--- config.mk ---
export PLATFORM = sky130hd
export DESIGN_NAME = counter_seek_arb
export DESIGN_NICKNAME = d
export VERILOG_FILES = /design/src/rtl/counter_seek_pkg.sv /design/src/rtl/updown_counter.sv /design/src/rtl/counter_seek_arb.sv
export SDC_FILE = /design/constraint.sdc
export NUM_CORES = 1
export LEC_CHECK = 0
export CAP_MARGIN = 20
export CORE_AREA = 2 2 39 41
export DETAILED_ROUTE_END_ITERATION = 16
export DIE_AREA = 0 0 41 43
export DONT_BUFFER_PORTS = 1
export SLEW_MARGIN = 20
export SYNTH_ARGS = -nofsm -noshare
export SYNTH_HDL_FRONTEND = slang
export SYNTH_SLANG_ARGS = --single-unit
export TNS_END_PERCENT = 100
--- constraint.sdc ---
create_clock -name clk -period 4.3 [get_ports clk]
set_clock_uncertainty 0.15 [all_clocks]
set_input_delay 1.075 -clock clk [delete_from_list [all_inputs] [get_ports clk]]
set_output_delay 1.075 -clock clk [all_outputs]
set_load 0.005 [all_outputs]
--- src/rtl/counter_seek_pkg.sv ---
`default_nettype none
// ============================================================================
// Module      : counter_seek_pkg
// Description : Shared FSM state encoding and default counter width for the
//               counter seek arbiter.
// Revision    : 1.0 - initial release
// ============================================================================
package counter_seek_pkg;

    localparam int C_N_BITS_DEFAULT = 2;

    typedef enum logic [1:0] {
        IDLE = 2'd0,
        SEEK = 2'd1,
        DONE = 2'd2
    } state_t;

endpackage : counter_seek_pkg
`default_nettype wire

--- src/rtl/updown_counter.sv ---
`default_nettype none
// ============================================================================
// Module      : updown_counter
// Description : Modulo 2**N_BITS position counter, steps +1/-1 when enabled.
// Revision    : 1.0 - initial release
// ============================================================================
module updown_counter
    import counter_seek_pkg::*;
#(
    parameter int N_BITS = C_N_BITS_DEFAULT
) (
    input  logic              clk,
    input  logic              rst,
    input  logic              en,
    input  logic              dir,
    output logic [N_BITS-1:0] count
);

    // Wrap in both directions falls out of the N_BITS-wide arithmetic.
    always_ff @(posedge clk or posedge rst) begin
        if (rst) begin
            count <= '0;
        end else if (en) begin
            if (dir) begin
                count <= count + 1'b1;
            end else begin
                count <= count - 1'b1;
            end
        end
    end

endmodule : updown_counter
`default_nettype wire

--- src/rtl/counter_seek_arb.sv ---
`default_nettype none
// ============================================================================
// Module      : counter_seek_arb
// Description : Two-requester round-robin arbiter that seeks a modulo counter
//               to the granted target along the shorter direction.
//               Optional macro SEEK_ABORT_EN adds abort / done_aborted.
// Revision    : 1.0 - initial release
// ============================================================================
module counter_seek_arb
    import counter_seek_pkg::*;
#(
    parameter int N_BITS = C_N_BITS_DEFAULT,
    parameter bit TIE_UP = 1'b1
) (
    input  logic              clk,
    input  logic              rst,
    input  logic              req0_valid,
    input  logic [N_BITS-1:0] req0_target,
    input  logic              req1_valid,
    input  logic [N_BITS-1:0] req1_target,
`ifdef SEEK_ABORT_EN
    input  logic              abort,
    output logic              done_aborted,
`endif
    output logic              req0_ready,
    output logic              req1_ready,
    output logic [N_BITS-1:0] pos,
    output logic              en,
    output logic              dir,
    output logic              busy,
    output logic              done,
    output logic              done_id
);

    state_t              r_state;
    state_t              w_state_nxt;
    logic [N_BITS-1:0]   r_target;
    logic                r_id;
    logic                r_rr_favour;
    logic                w_grant_valid;
    logic                w_grant_id;
    logic                w_accept;
    logic [N_BITS-1:0]   w_fwd;
    logic [N_BITS-1:0]   w_bwd;
    logic                w_dir;

    // Favoured requester wins only on contention; a lone request always wins.
    assign w_grant_valid = req0_valid | req1_valid;
    assign w_grant_id    = (req0_valid & req1_valid) ? r_rr_favour : req1_valid;

    assign w_fwd = r_target - pos;
    assign w_bwd = pos - r_target;
    assign w_dir = (w_fwd < w_bwd) ? 1'b1 :
                   (w_fwd > w_bwd) ? 1'b0 : TIE_UP;

    always_comb begin
        w_state_nxt = r_state;
        w_accept    = 1'b0;
        req0_ready  = 1'b0;
        req1_ready  = 1'b0;
        en          = 1'b0;
        dir         = 1'b0;
        case (r_state)
            IDLE: begin
                if (w_grant_valid) begin
                    w_accept    = 1'b1;
                    req0_ready  = ~w_grant_id;
                    req1_ready  = w_grant_id;
                    w_state_nxt = SEEK;
                end
            end
            SEEK: begin
                if (pos == r_target) begin
                    w_state_nxt = DONE;
                end else begin
                    en  = 1'b1;
                    dir = w_dir;
                end
`ifdef SEEK_ABORT_EN
                if (abort) begin
                    en          = 1'b0;
                    dir         = 1'b0;
                    w_state_nxt = DONE;
                end
`endif
            end
            DONE:    w_state_nxt = IDLE;
            default: w_state_nxt = IDLE;
        endcase
    end

    always_ff @(posedge clk or posedge rst) begin
        if (rst) begin
            r_state     <= IDLE;
            r_target    <= '0;
            r_id        <= 1'b0;
            r_rr_favour <= 1'b0;
        end else begin
            r_state <= w_state_nxt;
            if (w_accept) begin
                r_target    <= w_grant_id ? req1_target : req0_target;
                r_id        <= w_grant_id;
                r_rr_favour <= ~w_grant_id;
            end
        end
    end

`ifdef SEEK_ABORT_EN
    logic r_aborted;

    // The last SEEK cycle's abort value decides how the DONE pulse is tagged.
    always_ff @(posedge clk or posedge rst) begin
        if (rst) begin
            r_aborted <= 1'b0;
        end else if (r_state == SEEK) begin
            r_aborted <= abort;
        end
    end

    assign done_aborted = done & r_aborted;
`endif

    assign busy    = (r_state != IDLE);
    assign done    = (r_state == DONE);
    assign done_id = done & r_id;

    updown_counter #(
        .N_BITS (N_BITS)
    ) u_counter (
        .clk   (clk),
        .rst   (rst),
        .en    (en),
        .dir   (dir),
        .count (pos)
    );

endmodule : counter_seek_arb
`default_nettype wire
Yosys cells after proc, flatten, opt, wreduce, memory -nomap -nowiden
Index checks and enable logic that the tools add are counted.
{"block": "totals", "register_bits": 8, "input_bits": 8, "output_inout_bits": 9, "elab_cells": 41}
{"block": "op_classes", "n_addsub": 4, "magnitude_cmp": 2, "n_eq_ne": 5, "mux": 18, "n_bitwise": 4, "reduce_logical": 3}
{"cell": "2-to-1 mux 1 bit", "n": 13}
{"cell": "2-to-1 mux 2 bit", "n": 4}
{"cell": "!= test 2 bit, second input constant", "n": 2}
{"cell": "one-hot mux 2 bit (2 select lines)", "n": 1}
{"cell": "subtractor 2 bit", "n": 2}
{"cell": "adder 2 x 1 -> 2 bit, second input constant", "n": 1}
{"cell": "bitwise AND 1 bit", "n": 2}
{"cell": "== test 2 x 1 -> 1 bit, second input constant", "n": 1}
{"cell": "== test 2 bit", "n": 1}
{"cell": "== test 2 bit, second input constant", "n": 1}
{"cell": "greater-than comparator 2 bit", "n": 1}
{"cell": "zero test 2 bit", "n": 1}
{"cell": "< comparator 2 bit", "n": 1}
{"cell": "AND reduction 2 bit", "n": 1}
{"cell": "nonzero test 2 bit", "n": 1}
{"cell": "subtractor 2 x 1 -> 2 bit, second input constant", "n": 1}
{"cell": "inverter 1 bit", "n": 1}
{"cell": "bitwise OR 1 bit", "n": 1}

Depth between registers and ports, before layout
{"block": "logic_depth", "ltp_word": 7, "depth_mapped": 6, "depth_no_buf": 6}

Hierarchy
Synthesis repeated with hierarchy kept, for this count alone.
{"block": "hier_totals", "cells_unflattened": 49, "area_unflattened_um2": 475.5}
{"module": "counter_seek_arb", "instances": 1, "cells_per_inst": 42, "area_each_um2": 391.6, "seq_area_each_um2": 150.1}
{"module": "updown_counter", "instances": 1, "cells_per_inst": 7, "area_each_um2": 83.8, "seq_area_each_um2": 50.0}

Least setup slack after synthesis
Ideal clock, no wire load.
{"block": "synth_path", "path_kind": "input-to-output", "start": "in req1_valid", "end": "out req1_ready", "t_arrival_ns": 1.533, "required_ns": 3.075, "path_slack_ns": 1.542, "path_stages": 3, "path_cell_list": "nor2_1 > or2_1 > nor2_1"}
{"block": "synth_via", "elab_chain_len": 4}
{"element": "start, declared", "line_no": "counter_seek_arb.sv:19", "source": "input logic req1_valid,"}
{"element": "bitwise AND 1 bit", "line_no": "counter_seek_arb.sv:49", "source": "assign w_grant_id = (req0_valid & req1_valid) ? r_rr_favour : req1_valid;"}
{"element": "2-to-1 mux 1 bit", "line_no": "counter_seek_arb.sv:49"}
{"element": "2-to-1 mux 1 bit (*)", "line_no": "counter_seek_arb.sv:65", "source": "if (w_grant_valid) begin"}
{"element": "2-to-1 mux 1 bit (*)", "line_no": "counter_seek_arb.sv:63", "source": "case (r_state)"}
{"element": "end, declared", "line_no": "counter_seek_arb.sv:26", "source": "output logic req1_ready,"}
Every way passes the cells marked *; elsewhere a longest branch is shown, timed or not.

Final worst setup path
{"block": "layout_path", "start": "reg u_counter.count[0]", "end": "out dir"}
{"block": "layout_via", "elab_chain_len": 6}
{"element": "start, declared", "line_no": "updown_counter.sv:16", "source": "output logic [N_BITS-1:0] count"}
{"element": "start signal, assigned", "line_no": "updown_counter.sv:25", "source": "count <= count + 1'b1;"}
{"element": "start signal, assigned", "line_no": "updown_counter.sv:27", "source": "count <= count - 1'b1;"}
{"element": "subtractor 2 bit, on equally long branches", "line_no": "counter_seek_arb.sv:51, counter_seek_arb.sv:52"}
{"element": "greater-than comparator 2 bit", "line_no": "counter_seek_arb.sv:54", "source": "(w_fwd > w_bwd) ? 1'b0 : TIE_UP;"}
{"element": "2-to-1 mux 1 bit", "line_no": "counter_seek_arb.sv:54"}
{"element": "2-to-1 mux 1 bit", "line_no": "counter_seek_arb.sv:53", "source": "assign w_dir = (w_fwd < w_bwd) ? 1'b1 :"}
{"element": "2-to-1 mux 1 bit (*)", "line_no": "counter_seek_arb.sv:73", "source": "if (pos == r_target) begin"}
{"element": "2-to-1 mux 1 bit (*)", "line_no": "counter_seek_arb.sv:63"}
{"element": "end, declared", "line_no": "counter_seek_arb.sv:29", "source": "output logic dir,"}
Marked as above.

==> metrics <==
cts repair resizes 0; post-detail-place hpwl 733 um; clk root buf clkbuf_4; setup_tns 0 ns; # fillers 155; CTS tree done; Die X 41 um; Area growth syn-to-layout 8.48%; Syn Inst Count 55; Avg Synthesized Cell Area 9.12 um2; Detailed Route WL 930 um; maximum VDD drop 0.278 mV; Max Cap Violations 0; share of cells above drive strength 1 12.1%; crit path cell chain inv_1, ha_1, a21oi_4, and3b_2; Commonest cells post-synth 9 x nor2_1, 8 x dfrtp_1, 4 x a21oi_1, 4 x nand2_1; Cell Int Power 254 uW; CP Launch Type flip-flop; 1st-iter DRT viols 6; # hold bufs at CTS 0; YS warnings 0; final core utilization 39.3%; CP Depth 4; RSZ-0062 raised after global routing false; final hold violation count 0; CP arrival 1.65 ns; Critical Path Max Stage Delay 0.46 ns; Die H 43 um; GRT Total Usage 13.4%; cell with the most instances after synthesis nor2_1; Worst-Margin Slew 0.451 ns; first-pass GRT wire length 1610 um; clock slew at reported path FFs 0.05 ns; row count 14; top post-synthesis cells by area dfrtp_1 40%, nor2_1 6.7%, ha_1 5.0%; post-route ant nets 0; setup bufs post-CTS 0; PortBufs 0; top-area cell type share of the netlist area 39.9%; die area 1760 um2; Req. time, crit path 3.07 ns; vias in the first global route 377; Post-synth ARST share 100%; worst reg-to-reg path cell count 6; critical path buffer and inverter count 1; worst setup path start u_counter.count[0]; Post-Syn Area 502 um2; Tmin final 2.87 ns; vias per cell 5.12; Crit Path Class reg -> out; clk buf depth 2; # IOs 17; TritonRoute pass-1 iters 4; Final Max Slew Viols 0; Final setup viols 0; worst-skew pair later-pin latency 0.25 ns; antenna cells 0; CP max FO 7; Sw Ratio 43.9%; clock share of power 12.1%; H-Tree Depth 1; initial antenna violation count 0; worst r2r src u_counter.count[0]; worst min-delay path category reg -> reg; Comb power frac 55.0%; synth unique cells 21; Inserted Clock Buffers 3; P_sw 199 uW; GP Congestion 0.774; outcome complete, no violations; Initial Util 36.3%; core footprint 1380 um2; post-synth net total 65; Seq pwr share 32.9%; Seq cells post-synth 8; Leak Pwr 0.248 nW; via count 379; R2R Path End u_counter.count[1]; sequential area share after synthesis 39.9%; cell taking the most area after synthesis dfrtp_1; GR Overflow Total 0; Nets 70; critical path capture point type output port; Fmax 0.348 GHz; flop2flop setup slack 2.40 ns; Critical Path Sink dir; DRC viols 0; slowest CP cell dfrtp_1; Total Power 453 uW; pwr/cell area 832 nW/um2; DR WL/cell 12.6 um; number of synthesized flops with an enable pin 0; clk sink count 8; Slew headroom 69.7%; CP top delay family flip-flops; largest net degree at the start of global routing 9; Most used DFF post-synth dfrtp_1; fin crit share 66.8%
-- per-layer routing --
metal | share of wire (%) | routed length, um | track usage [%]
met1 | 47 | 433 | 16.7
met2 | 51 | 470 | 20.3
met3 | 2.9 | 27 | 7.33
met4 | 0 | 0 | 2.00
met5 | 0 | 0 | 0
-- per-stage QoR --
stage | area (um2) | worst slack [ns] | hold slack [ns] | std cells
floorplan | 502 | 1.54 | 0.291 | 55
global placement | 522 | 1.52 | 0.314 | 71
detailed placement | 522 | 1.50 | 0.314 | 71
CTS | 544 | 1.40 | 0.325 | 74
global route | 544 | 1.33 | 0.331 | 74
finish | 544 | 1.43 | 0.320 | 74
-- layout by cell type (no fill, tap or decap), types with 2 or more instances in the layout --
cell type / instances
xnor2_1: 2
ha_1: 2
o21ai_0: 2
nand2_1: 4
mux2i_1: 2
or2_1: 2
inv_1: 3
nor2b_1: 2
a21oi_1: 4
dfrtp_1: 8
clkbuf_4: 3
nor2_1: 9
and3b_2: 2
nor3b_1: 3
nand2b_1: 3
-- power by group through the flow --
stage / clock network [mW] / logic (mW) / registers (mW)
6_report: 0.0547 / 0.249 / 0.149
3_3_place_gp: 0 / 0.248 / 0.150
3_5_place_dp: 0 / 0.252 / 0.150
5_1_grt: 0.0620 / 0.280 / 0.156
4_1_cts: 0.0580 / 0.253 / 0.150
2_1_floorplan: 0 / 0.216 / 0.141
-- how the worst min path moves through the flow --
stage                     startpoint    to  slack [ns]  cells after the start
after floorplan                 r_id  r_id        0.29                      1
after global placement          r_id  r_id        0.31                      1
after detailed placement        r_id  r_id        0.31                      1
after CTS                       r_id  r_id        0.32                      1
after global routing            r_id  r_id        0.33                      1
final                           r_id  r_id        0.32                      1
-- registers in the layout, indices dropped and copies added, names as in the netlist --
register	count
u_counter.count	2
r_rr_favour	1
r_id	1
r_target	2
r_state	2
-- area by class of cell --
type | instances | area [um2] | area share, %
sequential | 8 | 200 | 36.8
clock buffer | 3 | 22.5 | 4.14
multi-input combinational | 44 | 290 | 53.3
tap | 16 | 20.0 | 3.68
inverter | 3 | 11.3 | 2.07
-- cell families (layout without fill, tap and decap cells) --
logic type | after synthesis | in the layout | synth area share [%]
xor+xnor | 2 | 2 | 3.49
buf+inv | 3 | 6 | 2.24
flops | 8 | 8 | 39.9
compound gates | 10 | 10 | 15.0
fa+ha+maj | 2 | 2 | 4.99
simple gates | 28 | 28 | 30.4
mux | 2 | 2 | 3.99
Power figures use the tool's default switching activity.
